## src/rtl/izq_der_cmp_seq.sv

```systemverilog
// Sequencer for the MSB-first iterative comparator cell. A single cell is
// time-shared over all N bit positions: one bit pair per clock is combined
// with the registered x (B greater) / y (A greater) flags.
module izq_der_cmp_seq #(
  parameter int N          = 8,
  parameter bit EARLY_EXIT = 1'b0,
  localparam int IW        = (N > 1) ? $clog2(N) : 1
) (
  input  logic          clk,
  input  logic          rst_n,
  input  logic          start,
  input  logic [N-1:0]  a_in,
  input  logic [N-1:0]  b_in,
  output logic          ready,
  output logic          busy,
  output logic          done,
  output logic          a_gt_b,
  output logic          a_lt_b,
  output logic          a_eq_b,
  output logic [IW-1:0] bit_idx
);

  localparam logic [1:0] IDLE = 2'd0;
  localparam logic [1:0] RUN  = 2'd1;
  localparam logic [1:0] DONE = 2'd2;

  localparam logic [IW-1:0] IDX_TOP = IW'(N - 1);

  logic [1:0]    state_q, state_d;
  logic [N-1:0]  aOp_q, aOp_d;
  logic [N-1:0]  bOp_q, bOp_d;
  logic          x_q, x_d;
  logic          y_q, y_d;
  logic [IW-1:0] idx_q, idx_d;
  logic          gt_q, gt_d;
  logic          lt_q, lt_d;
  logic          eq_q, eq_d;

  logic [N-1:0]  bitMask;
  logic          aBit;
  logic          bBit;
  logic          xNext;
  logic          yNext;
  logic          finish;

  // Cell function: pick the current bit pair and fold it into the flags.
  // A flag, once set, blocks the other one, so x and y are never both 1.
  always_comb begin
    bitMask = N'(1) << idx_q;
    aBit    = |(aOp_q & bitMask);
    bBit    = |(bOp_q & bitMask);
    xNext   = x_q | (~y_q & ~aBit & bBit);
    yNext   = y_q | (~x_q & aBit & ~bBit);
    finish  = (idx_q == '0) || (EARLY_EXIT && (xNext || yNext));
  end

  // Next-state logic; results are loaded on the RUN->DONE edge so they are
  // valid while done is high and then held until the next completion.
  always_comb begin
    state_d = state_q;
    aOp_d   = aOp_q;
    bOp_d   = bOp_q;
    x_d     = x_q;
    y_d     = y_q;
    idx_d   = idx_q;
    gt_d    = gt_q;
    lt_d    = lt_q;
    eq_d    = eq_q;
    case (state_q)
      IDLE, DONE: begin
        state_d = IDLE;
        if (start) begin
          aOp_d   = a_in;
          bOp_d   = b_in;
          x_d     = 1'b0;
          y_d     = 1'b0;
          idx_d   = IDX_TOP;
          state_d = RUN;
        end
      end
      RUN: begin
        x_d = xNext;
        y_d = yNext;
        if (finish) begin
          state_d = DONE;
          gt_d    = yNext;
          lt_d    = xNext;
          eq_d    = ~(xNext | yNext);
        end else begin
          idx_d = idx_q - IW'(1);
        end
      end
      default: state_d = IDLE;
    endcase
  end

  // State and datapath registers; reset discards any comparison in flight.
  always_ff @(posedge clk or negedge rst_n) begin
    if (!rst_n) begin
      state_q <= IDLE;
      aOp_q   <= '0;
      bOp_q   <= '0;
      x_q     <= 1'b0;
      y_q     <= 1'b0;
      idx_q   <= IDX_TOP;
      gt_q    <= 1'b0;
      lt_q    <= 1'b0;
      eq_q    <= 1'b0;
    end else begin
      state_q <= state_d;
      aOp_q   <= aOp_d;
      bOp_q   <= bOp_d;
      x_q     <= x_d;
      y_q     <= y_d;
      idx_q   <= idx_d;
      gt_q    <= gt_d;
      lt_q    <= lt_d;
      eq_q    <= eq_d;
    end
  end

  assign ready   = (state_q == IDLE) || (state_q == DONE);
  assign busy    = (state_q == RUN);
  assign done    = (state_q == DONE);
  assign a_gt_b  = gt_q;
  assign a_lt_b  = lt_q;
  assign a_eq_b  = eq_q;
  assign bit_idx = idx_q;

endmodule

```

## config.mk

```make
export PLATFORM = sky130hd
export DESIGN_NAME = izq_der_cmp_seq
export DESIGN_NICKNAME = d
export VERILOG_FILES = /design/src/rtl/izq_der_cmp_seq.sv
export SDC_FILE = /design/constraint.sdc
export NUM_CORES = 1
export LEC_CHECK = 0
export CAP_MARGIN = 15
export CORE_ASPECT_RATIO = 0.6
export CORE_MARGIN = 10
export CORE_UTILIZATION = 49
export DETAILED_ROUTE_END_ITERATION = 12
export MAX_ROUTING_LAYER = met4
export PLACE_DENSITY = 0.78
export SLEW_MARGIN = 10
export SYNTH_ARGS = -nofsm -noshare
export SYNTH_HDL_FRONTEND = slang
export SYNTH_SLANG_ARGS = --single-unit
```

## constraint.sdc

```tcl
create_clock -name clk -period 2.5 [get_ports clk]
set_clock_uncertainty 0.1 [all_clocks]
set_input_delay 0.5 -clock clk [delete_from_list [all_inputs] [get_ports clk]]
set_output_delay 0.5 -clock clk [all_outputs]
set_load 0.02 [all_outputs]
```

# Word-level counts from Yosys, hierarchy flattened
# Cells that the tools add are included.
[totals]
ff_bits = 26
output_inout_bits = 9
word_cells = 50
[classes]
addsub = 1
n_eq_ne = 5
shifts = 1
mux = 9
n_bitwise = 14
n_reduce_logical = 11
[op_table]
columns = ["operator", "count"]
rows = [
  ["$and 8x8->8", 2],
  ["$reduce_or 8->1", 2],
  ["$shl 1x3->8 const A", 1],
  ["$mux 3", 2],
  ["$pmux 3 s2", 1],
  ["$reduce_and 2->1", 3],
  ["$not 1->1", 5],
  ["$and 1x1->1", 4],
  ["$ne 2x2->1 const B", 2],
  ["$pmux 1 s2", 2],
  ["$pmux 2 s2", 1],
  ["$logic_not 3->1", 1],
  ["$or 1x1->1", 3],
  ["$reduce_and 3->1", 1],
  ["$sub 3x1->3 const B", 1],
  ["$eq 2x1->1 const B", 1],
  ["$eq 2x2->1 const B", 1],
  ["$logic_not 2->1", 1],
  ["$mux 1", 2],
  ["$mux 2", 1],
  ["$ne 2x1->1 const B", 1],
  ["$reduce_bool 2->1", 1],
  ["$reduce_or 2->1", 1],
  ["$logic_or 1x1->1", 1],
]

# Depth between registers and ports, before layout
[logic_depth]
depth_word = 9
mapped_depth = 7
depth_no_buf = 7

# Worst setup path before layout
# OpenSTA, ideal clock, no wires.
[synth_timing]
path_kind = "flip-flop to flip-flop"
start = "register idx_q[0], in the netlist bit_idx[0]"
end = "register eq_q, in the netlist a_eq_b"
setup_ns = 0.122
t_arrival_ns = 1.804
required_ns = 2.278
setup_slack_ns = 0.475
path_stages_with_launch = 7
n_path_buf = 0
cell_sequence = "dfstp_2 inv_1 ha_1 a22oi_1 nand3_2 a211o_1 a32o_1"
[synth_via]
elab_chain_cells = 9
word_cells_on_any_way = 17
cone_classes = "shift (1); bitwise (12); reduce/logical (4)"
[synth_rtl]
columns = ["item", "line", "text"]
rows = [
  ["from (decl)", "34", "logic [IW-1:0] idx_q, idx_d;"],
  ["from (signal assigned)", "115", "idx_q <= idx_d;"],
  ["$shl 1x3->8", "49", "bitMask = N'(1) << idx_q;"],
  ["$and 8x8->8", "50", "aBit = |(aOp_q & bitMask);"],
  ["$reduce_or 8->1", "50", ""],
  ["$not 1->1", "52", "xNext = x_q | (~y_q & ~aBit & bBit);"],
  ["$and 1x1->1 (2 in a row)", "52", ""],
  ["$or 1x1->1", "52", ""],
  ["$or 1x1->1", "88", "eq_d = ~(xNext | yNext);"],
  ["$not 1->1", "88", ""],
  ["to (signal assigned)", "118", "eq_q <= eq_d;"],
  ["to (decl)", "37", "logic eq_q, eq_d;"],
]
# Parallel ways exist; a longest one is shown, timed or not.
# A chain may end at the register's enable or synchronous reset.

# Worst setup path after layout
[layout_timing]
start = "register state_q[1]"
end = "output busy"
[layout_via]
elab_chain_cells = 1
[layout_rtl]
columns = ["item", "line", "text"]
rows = [
  ["from (decl)", "29", "logic [1:0] state_q, state_d;"],
  ["from (signal assigned)", "110", "state_q <= state_d;"],
  ["$eq 2x1->1", "123", "assign busy = (state_q == RUN);"],
  ["to (decl)", "15", "output logic busy,"],
]
# No other way between the ends.

==> results_dict.tcl <==
set metrics [dict create \
    dpl.cell_count 187 \
    wl_mm 2.99 \
    synth_ff_type "dfrtp_1" \
    worst-path-max-fanout 4 \
    via_per_inst 5.27 \
    synth.avg_cell_area_um2 9.73 \
    gp_congestion 0.840 \
    ctsResizeCount 0 \
    die_h_um 59.0 \
    hpwl_mm 2.33 \
    worstPathRequired_ns 1.90 \
    fillerInstances 189 \
    drv_cap 0 \
    timing.fmax_ghz 0.457 \
    fin_crit_sh_pct 87.4 \
    synth_area_um2 1240 \
    cts_sinks 26 \
    crit_path_max_incr_delay_ns 0.62 \
    grt_pass1_vias 1032 \
    diodes 0 \
    post_cts_buffers 0 \
    grt_overflow_total 0 \
    setup_viol 0 \
    cts_tree "done" \
    finalSetupTns_ns 0 \
    hold_path.startpoint "bOp_q[5]" \
    start_util_pct 50.4 \
    p_leak_uw 0.000777 \
    drc 0 \
    cp.arrival_ns 1.59 \
    die-area_um2 5020 \
    syn_inst 128 \
    drt-pass1-iter-count 4 \
    die_x_um 85.1 \
    clock_latency_ns 0.28 \
    drv_slew 0 \
    p_per_area_nw_per_um2 1340 \
    hold_violations 0 \
    status "completed" \
    synthMuxAreaShare_pct 0.905 \
    drt_iter0_markers 39 \
    grt_max_degree 27 \
    cts-root-buf "clkbuf_8" \
    io_buffers 27 \
    crit_type "register to primary output" \
    slowest_stage "clkdlybuf4s50_1" \
    rows 14 \
    ys_seq_area_share_pct 52.6 \
    stdcell_count 191 \
    core-area_um2 2470 \
    via_count 1007 \
    yosysWarnings 0 \
    synth_top_family_by_area "simple AND/OR/NAND/NOR gates" \
    start_kind "register" \
    io_pins 28 \
    grt_pass1_wl_mm 5.03 \
    r2r_start "bit_idx[0]" \
    whs_ns 0.397 \
    htreeDepth 1 \
    synth_cell_type_count 31 \
    period_minus_slack_ns 2.19 \
    synth_edf_count 0 \
    drive_gt1_share_pct 12.6 \
    numCtsBuffers 3 \
    worstMarginPinSlew_ns 0.531 \
    synth_nets 152 \
    synth-adder-area-share_pct 5.03 \
    cp_cell_sequence "nand2b_1, inv_1, clkdlybuf4s50_1" \
    antenna_left 0 \
    end_kind "primary output" \
    postSynth.asyncResetShare_pct 100 \
    cp-startpoint "state_q[1]" \
    synth_xor_area_share_pct 0 \
    max-slew-margin-rel_pct 64.5 \
    syn_to_final_growth_pct 31.5 \
    cts.path.max_buffers 2 \
    layout.nets 184 \
    vdd_ir_drop_max_v 0.000742 \
    crit_family "buffers and inverters" \
    grt_antenna_before_repair 0 \
    ctsHoldBuffers 0 \
    track_usage_pct 12.8 \
    synth_compound_area_share_pct 14.3 \
    cts.clk_slew.worst_paths_ns 0.09 \
    timing.critical_path.buf_inv 2 \
    detail_route.wl_per_cell_um 15.7 \
    ys_ff_latch 26 \
    rsz0062_at_grt "false" \
    holdCritPathClass "register to register" \
    synth_simple_gate_area_share_pct 24.4 \
]
==> cell usage after synthesis, types with 2 or more instances <==
| cell type | count | area share, % |
|---|---|---|
| ha_1 | 5 | 5.0 |
| o21ai_0 | 3 | 1.2 |
| nor3_1 | 2 | 0.80 |
| clkbuf_1 | 2 | 0.60 |
| nor2_1 | 2 | 0.60 |
| dfrtp_1 | 23 | 46 |
| nand2_1 | 54 | 16 |
| inv_1 | 5 | 1.5 |
| nor2b_1 | 2 | 1.0 |
| a22o_1 | 3 | 2.1 |
| dfstp_2 | 3 | 6.3 |
| a22oi_1 | 5 | 3.0 |
==> power breakdown <==
part	internal, uW	switching (uW)
Clock	214	132
Combinational	466	565
Sequential	643	170
Total	1320	866
==> metal layers <==
metal  track usage, %  vias to the layer above  wire, um
li1                 -                      486         -
met1             15.6                      496      1430
met2             20.1                       21      1380
met3             3.30                        4       130
met4             4.91                        0        51
met5                -                        -         0
==> final cells by class <==
type	instances	area, um2	area share (%)
clock buffer	3	41.3	2.52
clock inverter	1	30.0	1.83
inverter	6	22.5	1.38
multi-input combinational	93	556	33.9
sequential	26	654	40.0
tap	32	40.0	2.45
timing repair buffer	30	293	17.9
==> cell usage in the layout (no fill, tap or decap), types with 2 or more instances in the layout <==
cell	Yosys	routed
a22oi_1	5	5
o21ai_0	3	3
buf_4	0	3
a22o_1	3	3
nor3_1	2	2
nor2b_1	2	2
nand2_1	54	54
nor2_1	2	2
clkdlybuf4s50_1	0	27
dfstp_2	3	3
clkbuf_8	0	3
dfrtp_1	23	23
ha_1	5	5
inv_1	5	5
==> flip-flops by register name (all words and copies together) (netlist names) <==
signal,count
a_eq_b,1
a_gt_b,1
state_q,2
a_lt_b,1
aOp_q,8
bit_idx,3
x_q,1
y_q,1
bOp_q,8
==> stage by stage <==
| step | total power (uW) | instance area (um2) | setup slack, ns | util (%) |
|---|---|---|---|---|
| after floorplan | 1480 | 1240 | 0.475 | - |
| final | 2190 | 1640 | 0.314 | 66.3 |
| after detailed placement | 1850 | 1570 | 0.399 | 63.4 |
| after CTS | 2200 | 1640 | 0.308 | 66.3 |
| after global routing | 2350 | 1640 | 0.247 | 66.3 |
| after global placement | 1790 | 1570 | 0.501 | 63.4 |
==> final timing paths <==
check | endpoint | slack, ns | depth (start not counted)
min reg2reg | bOp_q[5] | 0.40 | 2
max | busy | 0.31 | 3
min | bOp_q[5] | 0.40 | 2
max reg2reg | a_eq_b | 0.36 | 6
max in group asynchronous | bit_idx[0] | 1.53 | 2
min in group asynchronous | aOp_q[1] | 0.48 | 2
==> tightest hold or removal path: stages, from the launching register on <==
cell	delay, ns
dfrtp_1	0.36
nand2_1	0.05
nand2_1	0.06
==> cell families after synthesis <==
family	after synthesis
and+or+nand+nor	67
DFF	26
AOI/OAI and AO/OA	20
buffers and inverters	9
adders and majority gates	5
muxes	1
Note: power is estimated with default switching activity, not from simulation.
